$ cat config.mk
export PLATFORM = sky130hd
export DESIGN_NAME = uart_dual_fifo_mmio_flat
export DESIGN_NICKNAME = d
export VERILOG_FILES = /design/src/rtl/uart_dual_fifo_mmio_pkg.sv /design/src/rtl/uart_dual_fifo_mmio_if.sv /design/src/rtl/uart_dual_fifo_mmio_sync_fifo.sv /design/src/rtl/uart_dual_fifo_mmio.sv /design/src/flat_wrapper.sv
export SDC_FILE = /design/constraint.sdc
export NUM_CORES = 1
export LEC_CHECK = 0
export ABC_AREA = 0
export CORE_MARGIN = 3
export CORE_UTILIZATION = 65
export CTS_BUF_LIST = sky130_fd_sc_hd__clkbuf_8
export DETAILED_ROUTE_END_ITERATION = 10
export PLACE_DENSITY = 0.87
export REMOVE_ABC_BUFFERS = 1
export SLEW_MARGIN = 20
export SYNTH_ARGS = -nofsm -noshare
export SYNTH_HDL_FRONTEND = slang
export SYNTH_SLANG_ARGS = --single-unit
$ cat constraint.sdc
create_clock -name clk -period 6.23 [get_ports clk]
set_clock_uncertainty 0.1 [all_clocks]
set_input_delay 0.623 -clock clk [delete_from_list [all_inputs] [get_ports clk]]
set_output_delay 0.623 -clock clk [all_outputs]
set_load 0.01 [all_outputs]
$ cat src/rtl/uart_dual_fifo_mmio_pkg.sv
// Register map and bit positions shared by the UART dual-FIFO MMIO block and its bench.
package uart_mmio_pkg;

    localparam int unsigned DEFAULT_DEPTH = 16;

    localparam logic [3:0] ADDR_DATA   = 4'h0;
    localparam logic [3:0] ADDR_STATUS = 4'h4;
    localparam logic [3:0] ADDR_CTRL   = 4'h8;
    localparam logic [3:0] ADDR_IRQ    = 4'hC;

    localparam int unsigned ST_TX_BUSY  = 0;
    localparam int unsigned ST_TX_EMPTY = 1;
    localparam int unsigned ST_TX_FULL  = 2;
    localparam int unsigned ST_RX_EMPTY = 3;
    localparam int unsigned ST_RX_FULL  = 4;
    localparam int unsigned ST_TX_CNT   = 8;
    localparam int unsigned ST_RX_CNT   = 16;

    localparam int unsigned CTRL_TX_EMPTY_IE = 0;
    localparam int unsigned CTRL_RX_AVAIL_IE = 1;
    localparam int unsigned CTRL_OVF_IE      = 2;
    localparam int unsigned CTRL_TX_FLUSH    = 8;
    localparam int unsigned CTRL_RX_FLUSH    = 9;

    localparam int unsigned IRQ_TX_OVF = 0;
    localparam int unsigned IRQ_RX_OVF = 1;
    localparam int unsigned IRQ_RX_UNF = 2;

endpackage

$ cat src/rtl/uart_dual_fifo_mmio_if.sv
// Register bus between a CPU-side master and the UART dual-FIFO MMIO block.
interface uart_dual_fifo_mmio_if;
    logic [3:0]  bus_addr;
    logic        bus_wen;
    logic        bus_ren;
    logic [31:0] bus_wdata;
    logic [31:0] bus_rdata;

    modport master (output bus_addr, output bus_wen, output bus_ren, output bus_wdata,
                    input bus_rdata);
    modport slave  (input bus_addr, input bus_wen, input bus_ren, input bus_wdata,
                    output bus_rdata);
endinterface

$ cat src/rtl/uart_dual_fifo_mmio_sync_fifo.sv
// Single-clock FIFO; a pop frees a slot for a same-cycle push, flush overrides both.
module sync_fifo #(
    parameter int unsigned DEPTH = 16,
    parameter int unsigned AW    = 4,
    parameter int unsigned W     = 8
) (
    input  logic         clk,
    input  logic         rst_n,
    input  logic         push,
    input  logic         pop,
    input  logic         flush,
    input  logic [W-1:0] din,
    output logic [W-1:0] dout,
    output logic [AW:0]  count,
    output logic         full,
    output logic         empty
);
    localparam logic [AW-1:0] PtrOne = 1;
    localparam logic [AW:0]   CntOne = 1;
    localparam logic [AW:0]   CntMax = DEPTH[AW:0];

    logic [W-1:0]  mem_q [DEPTH];
    logic [AW-1:0] wptr_q, rptr_q;
    logic [AW:0]   count_q;
    logic          do_push, do_pop;

    assign empty   = (count_q == '0);
    assign full    = (count_q == CntMax);
    assign count   = count_q;
    assign dout    = mem_q[rptr_q];
    assign do_pop  = pop & ~empty;
    assign do_push = push & (~full | do_pop);

    always_ff @(posedge clk) begin
        if (!rst_n || flush) begin
            wptr_q  <= '0;
            rptr_q  <= '0;
            count_q <= '0;
        end else begin
            if (do_push) wptr_q <= wptr_q + PtrOne;
            if (do_pop)  rptr_q <= rptr_q + PtrOne;
            if (do_push && !do_pop)      count_q <= count_q + CntOne;
            else if (do_pop && !do_push) count_q <= count_q - CntOne;
        end
    end

    // Storage carries no reset; stale bytes are unreachable once the pointers clear.
    always_ff @(posedge clk) begin
        if (do_push && !flush) mem_q[wptr_q] <= din;
    end

endmodule

$ cat src/rtl/uart_dual_fifo_mmio.sv
// Memory-mapped UART front end: TX/RX byte FIFOs, status, control and sticky error flags.
module uart_dual_fifo_mmio
    import uart_mmio_pkg::*;
#(
    parameter int unsigned TX_DEPTH = DEFAULT_DEPTH,
    parameter int unsigned RX_DEPTH = DEFAULT_DEPTH,
    parameter int unsigned TX_AW    = 4,
    parameter int unsigned RX_AW    = 4
) (
    input  logic                  clk,
    input  logic                  rst_n,
    uart_dual_fifo_mmio_if.slave  bus,
    output logic                  req_valid,
    output logic [7:0]            req_data,
    input  logic                  req_accept,
    input  logic                  tx_busy,
    input  logic                  rx_valid,
    input  logic [7:0]            rx_data,
    output logic                  irq
);
    logic        wen_q, ren_q, wen_edge, ren_edge;
    logic        sel_data, sel_status, sel_ctrl, sel_irq;
    logic [2:0]  ctrl_q, ctrl_d, irq_q, irq_d, irq_set;
    logic [31:0] rdata_q, rdata_d, status;
    logic        tx_push, tx_flush, tx_full, tx_empty;
    logic        rx_pop, rx_flush, rx_full, rx_empty;
    logic [7:0]  tx_dout, rx_dout;
    logic [TX_AW:0] tx_count;
    logic [RX_AW:0] rx_count;
    logic        unused_wdata;

    assign unused_wdata = ^bus.bus_wdata[31:10];

    assign wen_edge   = bus.bus_wen & ~wen_q;
    assign ren_edge   = bus.bus_ren & ~ren_q;
    assign sel_data   = (bus.bus_addr == ADDR_DATA);
    assign sel_status = (bus.bus_addr == ADDR_STATUS);
    assign sel_ctrl   = (bus.bus_addr == ADDR_CTRL);
    assign sel_irq    = (bus.bus_addr == ADDR_IRQ);

    assign tx_push  = wen_edge & sel_data;
    assign tx_flush = wen_edge & sel_ctrl & bus.bus_wdata[CTRL_TX_FLUSH];
    assign rx_pop   = ren_edge & sel_data;
    assign rx_flush = wen_edge & sel_ctrl & bus.bus_wdata[CTRL_RX_FLUSH];

    sync_fifo #(.DEPTH(TX_DEPTH), .AW(TX_AW), .W(8)) u_tx_fifo (
        .clk   (clk),
        .rst_n (rst_n),
        .push  (tx_push),
        .pop   (req_accept),
        .flush (tx_flush),
        .din   (bus.bus_wdata[7:0]),
        .dout  (tx_dout),
        .count (tx_count),
        .full  (tx_full),
        .empty (tx_empty)
    );

    sync_fifo #(.DEPTH(RX_DEPTH), .AW(RX_AW), .W(8)) u_rx_fifo (
        .clk   (clk),
        .rst_n (rst_n),
        .push  (rx_valid),
        .pop   (rx_pop),
        .flush (rx_flush),
        .din   (rx_data),
        .dout  (rx_dout),
        .count (rx_count),
        .full  (rx_full),
        .empty (rx_empty)
    );

    assign req_valid = ~tx_empty;
    assign req_data  = tx_dout;
    assign irq = (ctrl_q[CTRL_TX_EMPTY_IE] & tx_empty) | (ctrl_q[CTRL_RX_AVAIL_IE] & ~rx_empty)
               | (ctrl_q[CTRL_OVF_IE] & (|irq_q));

    always_comb begin
        status                 = '0;
        status[ST_TX_BUSY]     = tx_busy;
        status[ST_TX_EMPTY]    = tx_empty;
        status[ST_TX_FULL]     = tx_full;
        status[ST_RX_EMPTY]    = rx_empty;
        status[ST_RX_FULL]     = rx_full;
        status[ST_TX_CNT +: 8] = 8'(tx_count);
        status[ST_RX_CNT +: 8] = 8'(rx_count);
    end

    always_comb begin
        ctrl_d  = ctrl_q;
        irq_set = '0;
        rdata_d = rdata_q;
        // A pop on a full FIFO makes room, so only an unmatched push overflows.
        irq_set[IRQ_TX_OVF] = tx_push & tx_full & ~req_accept & ~tx_flush;
        irq_set[IRQ_RX_OVF] = rx_valid & rx_full & ~rx_pop & ~rx_flush;
        irq_set[IRQ_RX_UNF] = rx_pop & rx_empty;
        irq_d = irq_q;
        if (wen_edge && sel_ctrl) ctrl_d = bus.bus_wdata[2:0];
        if (wen_edge && sel_irq)  irq_d  = irq_q & ~bus.bus_wdata[2:0];
        irq_d = irq_d | irq_set;
        if (ren_edge) begin
            if (sel_data)        rdata_d = rx_empty ? 32'h0 : {24'h0, rx_dout};
            else if (sel_status) rdata_d = status;
            else if (sel_ctrl)   rdata_d = {29'h0, ctrl_q};
            else if (sel_irq)    rdata_d = {29'h0, irq_q};
            else                 rdata_d = 32'h0;
        end
    end

    always_ff @(posedge clk) begin
        if (!rst_n) begin
            wen_q   <= 1'b0;
            ren_q   <= 1'b0;
            ctrl_q  <= '0;
            irq_q   <= '0;
            rdata_q <= '0;
        end else begin
            wen_q   <= bus.bus_wen;
            ren_q   <= bus.bus_ren;
            ctrl_q  <= ctrl_d;
            irq_q   <= irq_d;
            rdata_q <= rdata_d;
        end
    end

    assign bus.bus_rdata = rdata_q;

endmodule

$ cat src/flat_wrapper.sv
// flat-port wrapper written by rule: the top's interface ports become plain ports
module uart_dual_fifo_mmio_flat import uart_mmio_pkg::*;
#(
    parameter int unsigned TX_DEPTH = DEFAULT_DEPTH,
    parameter int unsigned RX_DEPTH = DEFAULT_DEPTH,
    parameter int unsigned TX_AW    = 4,
    parameter int unsigned RX_AW    = 4
)
  (clk, rst_n, req_valid, req_data, req_accept, tx_busy, rx_valid, rx_data, irq, bus_bus_addr, bus_bus_wen, bus_bus_ren, bus_bus_wdata, bus_bus_rdata);
  uart_dual_fifo_mmio_if bus_i ();
  input  logic clk;
  input  logic rst_n;
  output logic req_valid;
  output logic [7:0] req_data;
  input  logic req_accept;
  input  logic tx_busy;
  input  logic rx_valid;
  input  logic [7:0] rx_data;
  output logic irq;
  input wire logic [$bits(bus_i.bus_addr)-1:0] bus_bus_addr;
  input wire logic [$bits(bus_i.bus_wen)-1:0] bus_bus_wen;
  input wire logic [$bits(bus_i.bus_ren)-1:0] bus_bus_ren;
  input wire logic [$bits(bus_i.bus_wdata)-1:0] bus_bus_wdata;
  output wire logic [$bits(bus_i.bus_rdata)-1:0] bus_bus_rdata;
  assign bus_i.bus_addr = bus_bus_addr;
  assign bus_i.bus_wen = bus_bus_wen;
  assign bus_i.bus_ren = bus_bus_ren;
  assign bus_i.bus_wdata = bus_bus_wdata;
  assign bus_bus_rdata = bus_i.bus_rdata;
  uart_dual_fifo_mmio #(.TX_DEPTH(TX_DEPTH), .RX_DEPTH(RX_DEPTH), .TX_AW(TX_AW), .RX_AW(RX_AW)) u_core (.clk(clk), .rst_n(rst_n), .bus(bus_i), .req_valid(req_valid), .req_data(req_data), .req_accept(req_accept), .tx_busy(tx_busy), .rx_valid(rx_valid), .rx_data(rx_data), .irq(irq));
endmodule
Word-level counts from Yosys, hierarchy flattened
Memory sizes are Yosys's and may differ from the RTL's. A register that Yosys moved wholly into a read port is not among the register bits.
Index checks and enable logic that the tools add are counted.
{"block": "totals", "reg_bits": 66, "latchBits": 0, "ramBits": 256, "romBits": 0, "inputBits": 51, "out_inout_bits": 42, "wordCells": 105, "memories": 2}
{"memory": "u_core.u_rx_fifo.mem_q", "depth": 16, "width": 8, "read_ports": 1, "rd_ports_with_merged_regs": 1, "wr": 1, "line": "uart_dual_fifo_mmio_sync_fifo.sv:22", "rtl": "logic [W-1:0] mem_q [DEPTH];"}
{"memory": "u_core.u_tx_fifo.mem_q", "depth": 16, "width": 8, "read_ports": 1, "rd_ports_with_merged_regs": 1, "wr": 1, "line": "uart_dual_fifo_mmio_sync_fifo.sv:22"}
{"block": "classes", "addsub": 8, "n_mul": 0, "n_div": 0, "magnitude_cmp": 0, "eq_ne": 5, "shifts": 0, "n_mux": 18, "bitwise": 38, "n_reduce_logical": 23}
{"operator": "32-bit 2-to-1 mux", "n": 3}
{"operator": "1-bit AND", "n": 21}
{"operator": "5-bit 2-to-1 mux", "n": 4}
{"operator": "4-bit by 1-bit adder with 4-bit output, second input constant", "n": 4}
{"operator": "4-bit 2-to-1 mux", "n": 4}
{"operator": "5-bit by 1-bit adder with 5-bit output, second input constant", "n": 2}
{"operator": "5-bit == test, second input constant", "n": 2}
{"operator": "5-bit logical NOT", "n": 2}
{"operator": "1-bit NOT", "n": 10}
{"operator": "5-bit by 1-bit subtractor with 5-bit output, second input constant", "n": 2}
{"operator": "4-bit == test, second input constant", "n": 2}
{"operator": "1-bit logical AND", "n": 8}
{"operator": "8-bit 2-to-1 mux", "n": 1}
{"operator": "1-bit logical NOT", "n": 7}
{"operator": "3-bit 2-to-1 mux", "n": 2}
{"operator": "4-bit by 3-bit == test with 1-bit output, second input constant", "n": 1}
{"operator": "4-bit logical NOT", "n": 1}
{"operator": "1-bit 2-to-1 mux", "n": 4}
{"operator": "1-bit OR", "n": 4}
{"operator": "2-bit nonzero test", "n": 2}
{"operator": "3-bit AND", "n": 1}
{"operator": "3-bit NOT", "n": 1}
{"operator": "3-bit OR", "n": 1}
{"operator": "3-bit OR reduction", "n": 1}
{"operator": "1-bit logical OR", "n": 2}

Logic depth before layout (Yosys ltp)
{"block": "logic_depth", "word_depth": 10, "mapped_depth": 13, "ltp_nobuf": 12}

Modules after synthesis
From an unflattened synthesis, not the netlist that was laid out.
{"block": "hier_totals", "cells_unflattened": 774, "hier_area_um2": 12818.5}
{"module": "sync_fifo", "instances": 2, "cells_each": 315, "area_per_inst_um2": 5746.8, "seq_area_each_um2": 4184.0}
{"module": "uart_dual_fifo_mmio", "instances": 1, "cells_each": 144, "area_per_inst_um2": 1325.0, "seq_area_each_um2": 520.5}

Least setup slack after synthesis
OpenSTA, ideal clock, no wires.
{"block": "synth_path", "path_kind": "in2reg", "start": "input bus_bus_addr[2]", "end": "register u_core.u_tx_fifo.count_q[4], in the netlist u_core.u_tx_fifo.count[4]", "setup_ps": 70, "arrival_ps": 3273, "required_time_ps": 6060, "path_slack_ps": 2787, "stages": 11, "path_buffers": 1, "cell_sequence": "buf_2 > or4_4 > a311oi_4 > ha_1 > inv_1 > fa_1 > a21o_1 > a21oi_1 > xnor2_1 > or3_1 > a21oi_1"}
{"block": "synth_via", "elab_chain_len": 6, "elab_cells_between_ends": 12}
{"item": "start, declared", "line": "flat_wrapper.sv:20", "rtl": "input wire logic [$bits(bus_i.bus_addr)-1:0] bus_bus_addr;"}
{"item": "4-bit logical NOT", "line": "uart_dual_fifo_mmio.sv:36", "rtl": "assign sel_data = (bus.bus_addr == ADDR_DATA);"}
{"item": "1-bit AND", "line": "uart_dual_fifo_mmio.sv:41", "rtl": "assign tx_push = wen_edge & sel_data;"}
{"item": "1-bit AND", "line": "uart_dual_fifo_mmio_sync_fifo.sv:32", "rtl": "assign do_push = push & (~full | do_pop);"}
{"item": "1-bit logical NOT", "line": "uart_dual_fifo_mmio_sync_fifo.sv:43", "rtl": "else if (do_pop && !do_push) count_q <= count_q - CntOne;"}
{"item": "1-bit logical AND", "line": "uart_dual_fifo_mmio_sync_fifo.sv:43"}
{"item": "2-bit nonzero test (no line)"}
{"item": "end signal, assigned", "line": "uart_dual_fifo_mmio_sync_fifo.sv:42", "rtl": "if (do_push && !do_pop) count_q <= count_q + CntOne;"}
{"item": "end signal, assigned", "line": "uart_dual_fifo_mmio_sync_fifo.sv:43"}
{"item": "end, declared", "line": "uart_dual_fifo_mmio_sync_fifo.sv:24", "rtl": "logic [AW:0] count_q;"}
Several ways; a longest one is shown, not always the timed one.
A chain may end at the register's enable or synchronous reset.

==> flow_summary_export.csv <==
group,metric,value,unit
floorplan,core_area,19000,µm²
clocking,clkSlewWorstSetupHoldPaths,70,ps
worst_setup_path,cp_cell_sequence,"buf_4 -> mux4_2 -> mux4_2 -> clkdlybuf4s50_1",
logic_synthesis,ys_types,50,
timing,period_share,0.599,
clocking,hold_buffers,0,
logic_synthesis,ys_seq_area_frac,0.700,
logic_synthesis,syn_inst,745,
timing,finalSetupViolations,0,
logic_synthesis,synth_area_leaders,"edfxtp_1 61%, mux4_2 13%, dfxtp_1 9.5%, ha_1 1.8%, nor2_1 1.5%",
place,dp_hpwl,16900,µm
timing,rsz0062_at_grt,"false",
timing,maxSlewViolCount,0,
worst_setup_path,crit_path_frequent_cell,"mux4_2",
clocking,clkLatencyLatePin,560,ps
run_status,status,"completed",
logic_synthesis,yosysTopAreaCell,"edfxtp_1",
clocking,cts_sinks,316,
global_route,gr-total-overflow,0,
clocking,post-cts-setup-buffers,0,
worst_setup_path,critical_path_class,"reg2out",
timing,fin_setup_tns,0,ps
global_route,antenna_found_initial,0,
logic_synthesis,async_flop_share,0,
timing,hold_viol,0,
global_route,grt_first_pass_wirelength,41500,µm
place,io_buffers,56,
finish,n_antenna_cell,0,
global_route,grt_max_degree,33,
worst_setup_path,max_stage_delay,620,ps
power_and_ir_drop,seqPwrFrac,0.509,
timing,worstMarginPinSlew,1130,ps
floorplan,num_rows,50,
detailed_routing,num_vias,6914,
worst_hold_path,hold_class,"reg2reg",
detailed_routing,wl,26000,µm
power_and_ir_drop,p_clk_frac,0.358,
floorplan,initial_core_util,0.670,
detailed_routing,drc,0,
logic_synthesis,synth_edf_count,256,
finish,n_fill_cell,1014,
detailed_routing,drt_iter0_drc,652,
clocking,h-tree-depth,2,
worst_setup_path,slowest_stage,"mux4_2",
worst_setup_path,cp.required,5510,ps
power_and_ir_drop,netSwitchingFraction,0.244,
worst_setup_path,worst_r2r_path_depth,12,
power_and_ir_drop,p_leak,4.73,nW
logic_synthesis,synth_top_area_frac,0.606,
logic_synthesis,syn_area_per_cell,17.0,µm²
logic_synthesis,yosys_warnings,0,
logic_synthesis,synth.top_cells.by_count,"256 x edfxtp_1, 74 x mux4_2, 60 x dfxtp_1",
worst_setup_path,cp.arrival,3010,ps
power_and_ir_drop,power_switching,1.15,mW
global_route,grt_pass1_vias,7341,
worst_hold_path,hold_depth,2,
place,gp_congestion,0.827,
worst_setup_path,critical_path.endpoint_type,"output pin",
clocking,cts_resized,0,
finish,drive_gt1_frac,0.194,
logic_synthesis,netlist_area,12700,µm²
clocking,cts-root-buf,"clkbuf_8",
finish,final_util,0.761,
power_and_ir_drop,p_per_area,326,nW/µm²
timing,slew_headroom,0.242,
detailed_routing,wl_per_cell,23.2,µm
floorplan,design.die.area,21200,µm²
detailed_routing,via_per_inst,6.17,
logic_synthesis,synthFlopType,"edfxtp_1",
worst_setup_path,startpoint_type,"register",
power_and_ir_drop,irDropWorstVdd,0.248,mV
power_and_ir_drop,p_comb_frac,0.134,
finish,area_delta_synth_final,13.6,%
floorplan,die_w,146,µm
clocking,cts_made_buffers,48,
power_and_ir_drop,p_int,3.56,mW
logic_synthesis,synth.most_common_cell,"edfxtp_1",
global_route,grt_usage,0.252,
run,cap_violations,0,
clocking,cts_tree,"built",
timing,fmax,268,MHz
worst_setup_path,path_max_fanout,32,
clocking,cts_max_path_buffers,3,
finish,fin_nets,895,
timing,period_needed,3730,ps
detailed_routing,ant_nets,0,
logic_synthesis,synth-seq-cells,316,
detailed_routing,drtPass1Iterations,6,
floorplan,io_pins,93,
floorplan,chipHeight,146,µm
[per-layer routing]
layer | up-vias | track usage | wire, µm
li1 | 3028 | - | -
met3 | 60 | 0.0433 | 1580
met4 | 0 | 0.0698 | 601
met1 | 3511 | 0.318 | 9610
met5 | - | 0 | 0
met2 | 315 | 0.455 | 14200
[through the flow]
step / std cells / area, µm² / power (mW) / hold slack [ps] / worst slack (ps)
2_1_floorplan: 707 / 12500 / 2.84 / 359 / 2920
3_3_place_gp: 1034 / 13500 / 3.02 / 362 / 2180
3_5_place_dp: 1034 / 13500 / 3.06 / 365 / 1960
4_1_cts: 1120 / 14400 / 4.73 / 381 / 2440
5_1_grt: 1120 / 14400 / 4.88 / 411 / 2340
6_report: 1120 / 14400 / 4.70 / 380 / 2500
[critical path, delay by kind of cell (launching register included)]
kind	cells	cell delay [ps]
buffers and inverters	2	1010
flip-flops	1	320
multiplexers	2	1110
[state kept, by name (all words and copies together) (netlist names), named ones only]
register	cells
u_core.u_rx_fifo.mem_q	128
u_core.u_tx_fifo.mem_q	128
u_core.bus.bus_rdata	18
u_core.u_rx_fifo.count	5
u_core.u_tx_fifo.count	5
u_core.u_rx_fifo.rptr_q	4
u_core.u_rx_fifo.wptr_q	4
u_core.u_tx_fifo.rptr_q	4
u_core.u_tx_fifo.wptr_q	4
u_core.ctrl_q	3
u_core.irq_q	3
u_core.ren_q	1
u_core.wen_q	1
[path summary, 6_finish.rpt]
path	from	to	slack, ps
max reg2reg	u_core.u_tx_fifo.count[0]$_SDFFE_PP0P_	u_core.u_tx_fifo.count[4]$_SDFFE_PP0P_	2690
min reg2reg	u_core.bus.bus_rdata[12]$_SDFFE_PN0P_	u_core.bus.bus_rdata[12]$_SDFFE_PN0P_	380
max	register	req_data[5]	2500
min	u_core.bus.bus_rdata[12]$_SDFFE_PN0P_	u_core.bus.bus_rdata[12]$_SDFFE_PN0P_	380
[power by group through the flow]
| stage | Clock [mW] | Combinational, mW | Sequential [mW] |
|---|---|---|---|
| after floorplan | 0 | 0.384 | 2.46 |
| after global placement | 0 | 0.588 | 2.43 |
| after detailed placement | 0 | 0.623 | 2.43 |
| after CTS | 1.70 | 0.630 | 2.39 |
| after global routing | 1.80 | 0.687 | 2.40 |
| final | 1.68 | 0.628 | 2.39 |
[placed cells by master, fill, tap and decap left out, types with 3 or more instances in the layout]
master,instances
edfxtp_1,256
mux4_2,74
dfxtp_1,58
clkdlybuf4s50_1,56
nor2_1,51
clkbuf_8,50
nand2_1,40
inv_1,29
nand3_1,24
a21oi_1,20
ha_1,18
conb_1,14
o21ai_0,12
buf_4,11
a21boi_0,10
mux2i_1,10
xnor2_1,10
nor3_1,9
nor2b_1,9
xor2_1,9
clkinv_1,9
nand2b_1,8
clkinv_2,7
or3_1,4
a31oi_1,4
o22ai_1,4
a21o_1,4
bufinv_16,4
nor4_1,3
and2_1,3
a22oi_1,3
a31o_2,3
clkinvlp_4,3
[final cells by class]
cell class | instances | area, µm² | share of cell area
Tap cell | 260 | 325 | 0.0226
Clock inverter | 36 | 265 | 0.0184
Timing Repair Buffer | 67 | 643 | 0.0446
Multi-Input combinational cell | 374 | 3540 | 0.246
Clock buffer | 50 | 688 | 0.0477
Inverter | 17 | 63.8 | 0.00443
Sequential cell | 316 | 8890 | 0.617
[kinds of logic after synthesis]
logic type	after synthesis	synth area share
AOI/OAI and AO/OA	73	0.0397
other	1	0.000295
muxes	86	0.141
DFF	316	0.700
and+or+nand+nor	162	0.0592
buffers and inverters	68	0.0254
xor gates and xnor gates	19	0.0131
adders and majority gates	20	0.0209
No activity file was read; power rests on OpenSTA's default activity.
